$ cat src/rtl/uart_io_fifo.sv
// UART I/O block: baud tick, TX/RX FIFOs, framer/deframer, pad test-mode mux.
// Single RSClk domain; serial timing comes from a 16x oversample tick enable.

module uart_io_fifo_buf #(
  parameter int W     = 8,
  parameter int DEPTH = 8
) (
  input  logic         clk,
  input  logic         rst_n,
  input  logic         push,
  input  logic         pop,
  input  logic [W-1:0] wdata,
  output logic [W-1:0] rdata,
  output logic         full,
  output logic         empty
);
  localparam int AW = $clog2(DEPTH);

  logic [AW:0]  wr_q, wr_d;
  logic [AW:0]  rd_q, rd_d;
  logic [W-1:0] mem_q [DEPTH];
  logic         do_push;
  logic         do_pop;

  always_comb begin
    empty   = (wr_q == rd_q);
    full    = (wr_q[AW] != rd_q[AW]) &&
              (wr_q[AW-1:0] == rd_q[AW-1:0]);
    do_pop  = pop && !empty;
    // a pop frees the slot, so a push on a full FIFO is still accepted
    do_push = push && (!full || do_pop);
    wr_d    = wr_q + {{AW{1'b0}}, do_push};
    rd_d    = rd_q + {{AW{1'b0}}, do_pop};
    rdata   = empty ? '0 : mem_q[rd_q[AW-1:0]];
  end

  always_ff @(posedge clk or negedge rst_n) begin
    if (!rst_n) begin
      wr_q <= '0;
      rd_q <= '0;
    end else begin
      wr_q <= wr_d;
      rd_q <= rd_d;
    end
  end

  always_ff @(posedge clk) begin
    if (do_push)
      mem_q[wr_q[AW-1:0]] <= wdata;
  end
endmodule

module uart_io_fifo #(
  parameter int DATA_W     = 8,
  parameter int FIFO_DEPTH = 8,
  parameter int DIV_W      = 16
) (
  input  logic              RSClk,
  input  logic              Reset_n,
  input  logic [1:0]        TestMode,
  input  logic [DIV_W-1:0]  BaudDiv,
  input  logic              ParityEn,
  input  logic              ParityOdd,
  input  logic              TxWrite,
  input  logic [DATA_W-1:0] TxData,
  output logic              TxFull,
  output logic              TxIdle,
  input  logic              RxRead,
  output logic [DATA_W-1:0] RxData,
  output logic              RxEmpty,
  input  logic              ErrClear,
  output logic              RxFramingErr,
  output logic              RxParityErr,
  output logic              RxOverrun,
  input  logic              xipRXD1,
  input  logic              xipRXD2,
  output logic              xopTXD1
);
  localparam int BW = $clog2(DATA_W);
  localparam logic [BW-1:0] LAST_BIT = BW'(DATA_W - 1);
  localparam logic [BW-1:0] BIT_ONE = {{(BW-1){1'b0}}, 1'b1};
  localparam logic [DIV_W-1:0] DIV_ONE = {{(DIV_W-1){1'b0}}, 1'b1};

  typedef enum logic [2:0] {
    ST_IDLE,
    ST_START,
    ST_DATA,
    ST_PARITY,
    ST_STOP
  } st_e;

  logic [DIV_W-1:0]  cnt_q, cnt_d;
  logic [DIV_W-1:0]  div_q, div_d;
  logic              tick;

  st_e               tx_st_q, tx_st_d;
  logic [3:0]        tx_tcnt_q, tx_tcnt_d;
  logic [BW-1:0]     tx_bit_q, tx_bit_d;
  logic [DATA_W-1:0] tx_sh_q, tx_sh_d;
  logic              tx_par_q, tx_par_d;
  logic              tx_line_q, tx_line_d;
  logic              tx_pop, tx_load;
  logic              tx_first, tx_last;
  logic              tx_empty;
  logic [DATA_W-1:0] tx_head;

  logic              rx_src;
  logic              rx_s1_q, rx_s2_q, rx_s3_q;
  st_e               rx_st_q, rx_st_d;
  logic [3:0]        rx_tcnt_q, rx_tcnt_d;
  logic [BW-1:0]     rx_bit_q, rx_bit_d;
  logic [DATA_W-1:0] rx_sh_q, rx_sh_d;
  logic              rx_push, rx_full;
  logic              rx_mid, rx_fall;
  logic              fe_set, pe_set, ov_set;
  logic              fe_q, fe_d;
  logic              pe_q, pe_d;
  logic              ov_q, ov_d;

  // divisor is latched at each wrap so a BaudDiv change never truncates a period
  always_comb begin
    tick  = (cnt_q == div_q);
    cnt_d = tick ? '0 : cnt_q + DIV_ONE;
    div_d = tick ? BaudDiv : div_q;
  end

  uart_io_fifo_buf #(.W(DATA_W), .DEPTH(FIFO_DEPTH)) u_tx_fifo (
    .clk   (RSClk),
    .rst_n (Reset_n),
    .push  (TxWrite),
    .pop   (tx_pop),
    .wdata (TxData),
    .rdata (tx_head),
    .full  (TxFull),
    .empty (tx_empty)
  );

  always_comb begin
    tx_st_d   = tx_st_q;
    tx_tcnt_d = tx_tcnt_q;
    tx_bit_d  = tx_bit_q;
    tx_sh_d   = tx_sh_q;
    tx_par_d  = tx_par_q;
    tx_line_d = tx_line_q;
    tx_pop    = 1'b0;
    tx_load   = 1'b0;
    tx_first  = tick && (tx_tcnt_q == 4'd0);
    tx_last   = tick && (tx_tcnt_q == 4'd15);
    if (tick && tx_st_q != ST_IDLE)
      tx_tcnt_d = tx_tcnt_q + 4'd1;
    case (tx_st_q)
      ST_IDLE: tx_load = !tx_empty;
      ST_START: begin
        if (tx_first) tx_line_d = 1'b0;
        if (tx_last) begin
          tx_st_d  = ST_DATA;
          tx_bit_d = '0;
        end
      end
      ST_DATA: begin
        if (tx_first) tx_line_d = tx_sh_q[0];
        if (tx_last) begin
          tx_sh_d = tx_sh_q >> 1;
          if (tx_bit_q == LAST_BIT)
            tx_st_d = ParityEn ? ST_PARITY : ST_STOP;
          else
            tx_bit_d = tx_bit_q + BIT_ONE;
        end
      end
      ST_PARITY: begin
        if (tx_first) tx_line_d = tx_par_q;
        if (tx_last) tx_st_d = ST_STOP;
      end
      ST_STOP: begin
        if (tx_first) tx_line_d = 1'b1;
        if (tx_last) begin
          tx_st_d = ST_IDLE;
          // chain straight into the next frame: no idle gap
          tx_load = !tx_empty;
        end
      end
      default: tx_st_d = ST_IDLE;
    endcase
    if (tx_load) begin
      tx_pop    = 1'b1;
      tx_sh_d   = tx_head;
      tx_par_d  = (^tx_head) ^ ParityOdd;
      tx_st_d   = ST_START;
      tx_tcnt_d = '0;
    end
  end

  assign TxIdle = (tx_st_q == ST_IDLE) && tx_empty;

  always_comb begin
    unique case (TestMode)
      2'b01:   xopTXD1 = 1'b1;
      2'b10:   xopTXD1 = xipRXD2;
      default: xopTXD1 = tx_line_q;
    endcase
    rx_src = (TestMode == 2'b01) ? tx_line_q : xipRXD1;
  end

  uart_io_fifo_buf #(.W(DATA_W), .DEPTH(FIFO_DEPTH)) u_rx_fifo (
    .clk   (RSClk),
    .rst_n (Reset_n),
    .push  (rx_push),
    .pop   (RxRead),
    .wdata (rx_sh_q),
    .rdata (RxData),
    .full  (rx_full),
    .empty (RxEmpty)
  );

  always_comb begin
    rx_st_d   = rx_st_q;
    rx_tcnt_d = rx_tcnt_q;
    rx_bit_d  = rx_bit_q;
    rx_sh_d   = rx_sh_q;
    rx_push   = 1'b0;
    fe_set    = 1'b0;
    pe_set    = 1'b0;
    rx_fall   = rx_s3_q && !rx_s2_q;
    rx_mid    = tick && (rx_tcnt_q == 4'd15);
    if (tick && rx_st_q != ST_IDLE)
      rx_tcnt_d = rx_tcnt_q + 4'd1;
    case (rx_st_q)
      ST_IDLE: begin
        if (rx_fall) begin
          rx_st_d   = ST_START;
          rx_tcnt_d = '0;
        end
      end
      ST_START: begin
        // half-bit check, then realign the phase so later samples hit mid-bit
        if (tick && rx_tcnt_q == 4'd7) begin
          rx_tcnt_d = '0;
          rx_bit_d  = '0;
          rx_st_d   = rx_s2_q ? ST_IDLE : ST_DATA;
        end
      end
      ST_DATA: begin
        if (rx_mid) begin
          rx_sh_d = {rx_s2_q, rx_sh_q[DATA_W-1:1]};
          if (rx_bit_q == LAST_BIT)
            rx_st_d = ParityEn ? ST_PARITY : ST_STOP;
          else
            rx_bit_d = rx_bit_q + BIT_ONE;
        end
      end
      ST_PARITY: begin
        if (rx_mid) begin
          pe_set  = rx_s2_q != ((^rx_sh_q) ^ ParityOdd);
          rx_st_d = ST_STOP;
        end
      end
      ST_STOP: begin
        if (rx_mid) begin
          fe_set  = !rx_s2_q;
          rx_push = 1'b1;
          rx_st_d = ST_IDLE;
        end
      end
      default: rx_st_d = ST_IDLE;
    endcase
    ov_set = rx_push && rx_full && !RxRead;
    fe_d   = (fe_q && !ErrClear) || fe_set;
    pe_d   = (pe_q && !ErrClear) || pe_set;
    ov_d   = (ov_q && !ErrClear) || ov_set;
  end

  assign RxFramingErr = fe_q;
  assign RxParityErr  = pe_q;
  assign RxOverrun    = ov_q;

  always_ff @(posedge RSClk or negedge Reset_n) begin
    if (!Reset_n) begin
      cnt_q     <= '0;
      div_q     <= '0;
      tx_st_q   <= ST_IDLE;
      tx_tcnt_q <= '0;
      tx_bit_q  <= '0;
      tx_sh_q   <= '0;
      tx_par_q  <= 1'b0;
      tx_line_q <= 1'b1;
      rx_s1_q   <= 1'b1;
      rx_s2_q   <= 1'b1;
      rx_s3_q   <= 1'b1;
      rx_st_q   <= ST_IDLE;
      rx_tcnt_q <= '0;
      rx_bit_q  <= '0;
      rx_sh_q   <= '0;
      fe_q      <= 1'b0;
      pe_q      <= 1'b0;
      ov_q      <= 1'b0;
    end else begin
      cnt_q     <= cnt_d;
      div_q     <= div_d;
      tx_st_q   <= tx_st_d;
      tx_tcnt_q <= tx_tcnt_d;
      tx_bit_q  <= tx_bit_d;
      tx_sh_q   <= tx_sh_d;
      tx_par_q  <= tx_par_d;
      tx_line_q <= tx_line_d;
      rx_s1_q   <= rx_src;
      rx_s2_q   <= rx_s1_q;
      rx_s3_q   <= rx_s2_q;
      rx_st_q   <= rx_st_d;
      rx_tcnt_q <= rx_tcnt_d;
      rx_bit_q  <= rx_bit_d;
      rx_sh_q   <= rx_sh_d;
      fe_q      <= fe_d;
      pe_q      <= pe_d;
      ov_q      <= ov_d;
    end
  end
endmodule

$ cat config.mk
export PLATFORM = sky130hd
export DESIGN_NAME = uart_io_fifo
export DESIGN_NICKNAME = d
export VERILOG_FILES = /design/src/rtl/uart_io_fifo.sv
export SDC_FILE = /design/constraint.sdc
export NUM_CORES = 1
export LEC_CHECK = 0
export ABC_AREA = 0
export CORE_ASPECT_RATIO = 0.8
export CORE_MARGIN = 2
export CORE_UTILIZATION = 48
export DETAILED_ROUTE_END_ITERATION = 12
export GPL_ROUTABILITY_DRIVEN = 0
export PLACE_DENSITY_LB_ADDON = 0.05
export SYNTH_ARGS = -nofsm -noshare
export SYNTH_HDL_FRONTEND = slang
export SYNTH_SLANG_ARGS = --single-unit
export TNS_END_PERCENT = 10
$ cat constraint.sdc
create_clock -name RSClk -period 4.2 [get_ports RSClk]
set_input_delay 0.42 -clock RSClk [delete_from_list [all_inputs] [get_ports RSClk]]
set_output_delay 0.42 -clock RSClk [all_outputs]
set_load 0.01 [all_outputs]
# Word level (Yosys, flattened, before mapping)
# Memories as Yosys holds them, arrays and structs flattened.
# Cells that the tools add are included.
dict set report word_totals {
  regBits 92
  ramBits 128
  output_inout_bits 15
  elab_cells 184
  mem_count 2
}
# memory depth width read_ports rd_clocked_by_memory_dff wr line
set mem_list {}
lappend mem_list {u_rx_fifo.mem_q 8 8 1 0 1 21} ;# logic [W-1:0] mem_q [DEPTH];
lappend mem_list {u_tx_fifo.mem_q 8 8 1 0 1 21}
dict set report classes {
  addsub 9
  n_eq_ne 43
  n_mux 55
  bitwise 2
  reduce_logical 51
}
# cell n
set op_table {}
lappend op_table {{3-bit two-way mux} 18}
lappend op_table {{8-bit two-way mux} 5}
lappend op_table {{2-bit inequality test, second input constant} 15}
lappend op_table {{3-bit one-hot mux with 5 select lines} 2}
lappend op_table {{4-bit two-way mux} 5}
lappend op_table {{1-bit logical AND} 19}
lappend op_table {{1-bit two-way mux} 17}
lappend op_table {{16-bit by 1-bit adder with 16-bit output, second input constant} 1}
lappend op_table {{4-bit by 1-bit adder with 4-bit output} 4}
lappend op_table {{16-bit equality test} 1}
lappend op_table {{16-bit two-way mux} 1}
lappend op_table {{8-bit XOR reduction} 2}
lappend op_table {{3-bit inequality test, second input constant} 5}
lappend op_table {{3-bit by 2-bit equality test with 1-bit output, second input constant} 4}
lappend op_table {{3-bit equality test, second input constant} 4}
lappend op_table {{3-bit one-hot mux with 2 select lines} 2}
lappend op_table {{6-bit AND reduction} 2}
lappend op_table {{2-bit nonzero test} 5}
lappend op_table {{4-bit by 1-bit adder with 4-bit output, second input constant} 2}
lappend op_table {{4-bit equality test} 2}
lappend op_table {{4-bit equality test, second input constant} 2}
lappend op_table {{4-bit one-hot mux with 2 select lines} 1}
lappend op_table {{4-bit AND reduction} 2}
lappend op_table {{1-bit zero test} 7}
lappend op_table {{other kinds (18)} 32}

# Longest topological paths before layout
dict set report depth {
  ltp_word 10
  mapped_depth 11
}

# Modules after synthesis
# Synthesis repeated with hierarchy kept, for this count alone.
dict set report unflattened {
  cells_unflattened 773
  area_unflattened_um2 10009.6
}
# mod instances cells_per_inst area_per_inst_um2 seq_area_each_um2
set by_module_without_submodules {}
lappend by_module_without_submodules {uart_io_fifo_buf 2 182 2984.1 2122.0}
lappend by_module_without_submodules {uart_io_fifo 1 409 4041.4 1906.8}

# Least setup slack after synthesis
# No wires, ideal clock.
dict set report synth_path {
  path_type {reg2reg}
  start {reg cnt_q[8]}
  end {mem u_tx_fifo.mem_q[2][0], enable pin}
  setup_time_ns 0.398
  arrival_ns 2.744
  required_ns 3.802
  slack_ns 1.058
  stages_incl_launch_ff 8
  n_path_buf 1
  period_less_slack_ns 3.142
  path_cell_list {dfrtp_1 xnor2_1 nand4_1 nor4_4 a41oi_1 o31a_1 clkbuf_1 nor4b_1}
}
dict set report synth_between {
  elab_chain_len 10
}
# element line
set synth_rtl {}
lappend synth_rtl {{from (decl)} 92} ;# logic [DIV_W-1:0] cnt_q, cnt_d;
lappend synth_rtl {{from (signal assigned)} 297} ;# cnt_q <= cnt_d;
lappend synth_rtl {{16-bit equality test} 122} ;# tick = (cnt_q == div_q);
lappend synth_rtl {{1-bit logical AND} 148} ;# tx_last = tick && (tx_tcnt_q == 4'd15);
lappend synth_rtl {{1-bit two-way mux} 176} ;# if (tx_last) begin
lappend synth_rtl {{1-bit one-hot mux with 2 select lines} 151} ;# case (tx_st_q)
lappend synth_rtl {{1-bit two-way mux} 184} ;# if (tx_load) begin
lappend synth_rtl {{1-bit logical AND} 29} ;# do_pop = pop && !empty;
lappend synth_rtl {{1-bit logical OR} 31} ;# do_push = push && (!full || do_pop);
lappend synth_rtl {{1-bit logical AND} 31}
lappend synth_rtl {{1-bit two-way mux} 48} ;# if (do_push)
lappend synth_rtl {{1-bit two-way mux (implied by the code)} 49} ;# mem_q[wr_q[AW-1:0]] <= wdata;
lappend synth_rtl {{to (decl)} 21}
# No other way between the ends.

# Worst setup path after layout
dict set report layout_path {
  start {reg u_rx_fifo.rd_q[2]}
  end {out RxData[0]}
}
dict set report layout_between {
  elab_chain_len 2
  elab_cells_between_ends 3
  classes_between {eq/ne: 1; mux: 1; memory: 1}
}
# element line
set layout_rtl {}
lappend layout_rtl {{from (decl)} 20} ;# logic [AW:0] rd_q, rd_d;
lappend layout_rtl {{from (signal assigned)} 43} ;# rd_q <= rd_d;
lappend layout_rtl {{memory 8 x 8 bit / 4-bit equality test (equally long branches)} -}
lappend layout_rtl {{8-bit two-way mux (*)} 34} ;# rdata = empty ? '0 : mem_q[rd_q[AW-1:0]];
lappend layout_rtl {{to (decl)} 69} ;# output logic [DATA_W-1:0] RxData,
# Mark *: on every way between the ends. The rest lies on a longest branch, timed or not.

==> impl_metrics.py <==
metrics = {
    "status": {
        "outcome": "complete, no violations",
    },
    "cells_and_area": {
        "drive_gt1_share_pct": 16.6,
        "final_cells": 999,
        "area_delta_synth_final_pct": 16.8,
        "layout.nets": 770,
    },
    "critical_path": {
        "path_buf_inv": 1,
        "crit_type": "reg -> out",
        "slowest_delay_ps": 760,
        "reg2reg_from": "cnt_q[2]$_DFF_PN0_",
        "path_cells": "xnor2_1 -> nand3_1 -> nor2_1 -> nor2_1 -> clkdlybuf4s50_1",
        "path_common_cell": "nor2_1",
        "reg2reg_depth": 10,
        "timing.rr.end": "u_tx_fifo.rd_q[2]$_DFF_PN0_",
        "worst-path-max-fanout": 11,
        "required_ps": 3780,
        "ff2ff_setup_slack_ps": 1040,
        "crit_slowest_cell": "dfrtp_1",
        "critical-path-top-delay-family": "simple AND/OR/NAND/NOR gates",
        "start_kind": "flip-flop",
        "end_kind": "primary output",
        "crit_arrival_ps": 2880,
    },
    "floorplan": {
        "die_h_um": 131,
        "start_util_pct": 48.7,
        "ios": 50,
        "coreArea_um2": 19700,
        "fp-row-count": 46,
        "die_area_um2": 21200,
        "die_x_um": 162,
    },
    "global_route": {
        "track_usage_pct": 18.1,
        "first_global_vias": 5589,
        "grt_max_degree": 51,
        "antenna_found_initial": 1,
        "grt.overflow.total": 0,
        "grt_pass1_wl_um": 29700,
    },
    "cts": {
        "numCtsBuffers": 23,
        "cts_setup_buffers": 0,
        "cts_sinks": 220,
        "htree_levels": 1,
        "hold_buffers": 1,
        "cts_root_buf": "clkbuf_16",
        "clk_latency_ps": 520,
        "clkTransAtPathRegs_ps": 60,
        "cts.path.max_buffers": 3,
        "postCtsResizedCells": 0,
        "cts_tree": "done",
    },
    "timing": {
        "slew_viol_final": 0,
        "slew_headroom_pct": 41.9,
        "fmax_mhz": 303,
        "hold_violations": 0,
        "rsz0062_at_grt": "no",
        "setup_viol_count_final": 0,
        "period_minus_slack_ps": 3300,
        "skew_ps": 13.9,
        "setup_tns_ps": 0,
        "min_period_over_period_pct": 78.5,
        "tightest_slew_ps": 872,
    },
    "route": {
        "avgViaCountPerCell": 5.43,
        "ant_nets": 0,
        "wl_um": 18400,
        "drc": 0,
        "drt_first_pass_iters": 4,
        "dr.first_iter.drc_count": 288,
        "wl_per_cell_um": 18.4,
        "vias": 5425,
    },
    "hold_path": {
        "hold_depth": 0,
        "holdCritStartpoint": "rx_s1_q$_DFF_PN1_",
        "hold_path_end": "rx_s2_q$_DFF_PN1_",
        "hold_path_class": "reg -> reg",
    },
    "power": {
        "powerDensity_nw_per_um2": 476,
        "total_power_uw": 5340,
        "p_leak_uw": 0.00443,
        "ir_drop_mv": 0.255,
    },
    "synth": {
        "synth_area_per_cell_um2": 14.8,
        "synth_edf_count": 128,
        "syn-cell-area_um2": 9610,
        "synth.area.top_cells": "edfxtp_1 40%, dfrtp_1 23%, mux4_2 6.1%",
        "synthCells": 648,
        "synthArstFlopShare_pct": 41.8,
        "synthDominantCellAreaShare_pct": 40.0,
        "yosys.area.top_type": "edfxtp_1",
        "synth_ff_type": "edfxtp_1",
        "ys_ff_latch": 220,
        "synth_nets": 701,
        "synth.yosys.seq_area_share_pct": 64.0,
        "synth.distinct_cells": 60,
        "ys_warn_count": 0,
    },
    "placement": {
        "io_buffers": 49,
        "place_hpwl_um": 12500,
        "dp_cells": 955,
    },
    "flow_run": {
        "maxCapViolCount": 0,
    },
}
## state kept, by name, summed over array words and instances (netlist names), 3 cells and up
signal,count
u_tx_fifo.mem_q,64
u_tx_fifo.rd_q,4
rx_sh_q,8
u_rx_fifo.wr_q,4
u_rx_fifo.rd_q,4
tx_sh_q,8
rx_tcnt_q,4
tx_bit_q,3
cnt_q,16
tx_st_q,3
div_q,16
rx_bit_q,3
u_rx_fifo.mem_q,64
u_tx_fifo.wr_q,4
rx_st_q,3
tx_tcnt_q,4
## stage by stage
stage | cell area (um^2) | util [%] | setup slack [ps] | hold WS [ps]
after floorplan | 9610 | - | 1060 | 124
after CTS | 11200 | 56.9 | 821 | 358
after detailed placement | 10500 | 53.0 | 1050 | 349
after global placement | 10500 | 53.0 | 1110 | 346
final | 11200 | 56.9 | 904 | 357
after global routing | 11200 | 56.9 | 694 | 367
## area by class of cell
cell class | instances | area, um^2
diodes | 1 | 2.50
clock buffers | 37 | 688
repair buffers | 71 | 656
flip-flops and latches | 220 | 6150
well taps | 264 | 330
fillers | 1570 | 8510
multi-input cells | 388 | 3280
clock inverters | 5 | 65.1
inverters | 13 | 50.0
## cells in the final DEF (no fill, tap or decap), drive strengths merged, types with 19 or more instances in the layout
master         count
xor2              19
clkdlybuf4s50     48
nor2              58
buf               22
nand2             24
dfrtp             88
clkbuf            37
mux2i             38
mux4              26
edfxtp           128
xnor2             48
mux2              27
## worst max-delay path by stage
| stage | startpoint | endpoint | slack [ps] | depth (start not counted) |
|---|---|---|---|---|
| 2_1_floorplan | cnt_q[8]$_DFF_PN0_ | u_tx_fifo.mem_q[2][0]$_DFFE_PP_ | 1060 | 7 |
| 3_3_place_gp | cnt_q[8]$_DFF_PN0_ | u_rx_fifo.mem_q[1][2]$_DFFE_PP_ | 1110 | 8 |
| 3_5_place_dp | cnt_q[2]$_DFF_PN0_ | u_rx_fifo.mem_q[1][7]$_DFFE_PP_ | 1050 | 8 |
| 4_1_cts | u_rx_fifo.rd_q[2]$_DFF_PN0_ | RxData[0] | 820 | 5 |
| 5_1_grt | u_rx_fifo.rd_q[2]$_DFF_PN0_ | RxData[3] | 690 | 5 |
| 6_report | u_rx_fifo.rd_q[2]$_DFF_PN0_ | RxData[0] | 900 | 5 |
## cells in the mapped netlist, types with 9 or more instances
library cell and number:
nor2_1 58, nor2b_1 9, dfrtp_1 88, clkbuf_1 11
ha_1 18, edfxtp_1 128, mux4_2 26, inv_1 12
nand3_1 17, o21ai_0 13, xor2_1 19, mux2_2 27
mux2i_1 38, nand2_1 24, xnor2_1 48, nand4_1 10
## metal layers
layer	wire length, um	track usage, %	vias up
met2	8260	28.5	107
met1	8930	26.6	2742
met3	821	2.87	29
met4	350	4.79	0
met5	0	0	-
li1	-	-	2547
## kinds of logic (layout without fill, tap and decap cells)
family          count (synthesis)  in the layout  share of synthesized area, %
compound gates                 48             48                          3.40
xor+xnor                       68             68                          6.34
mux                            91             91                          13.2
flops                         220            220                          64.0
fa+ha+maj                      18             18                          2.34
simple gates                  163            163                          8.88
other cells                     0              1                             0
buf+inv                        40            126                          1.84
## power by group
part | switching, uW | internal (uW) | leakage, uW | total (uW)
clock | 809 | 1190 | 0.000372 | 2000
combinational | 365 | 352 | 0.00154 | 717
sequential | 173 | 2450 | 0.00251 | 2630
No activity file was read; power rests on OpenSTA's default activity.
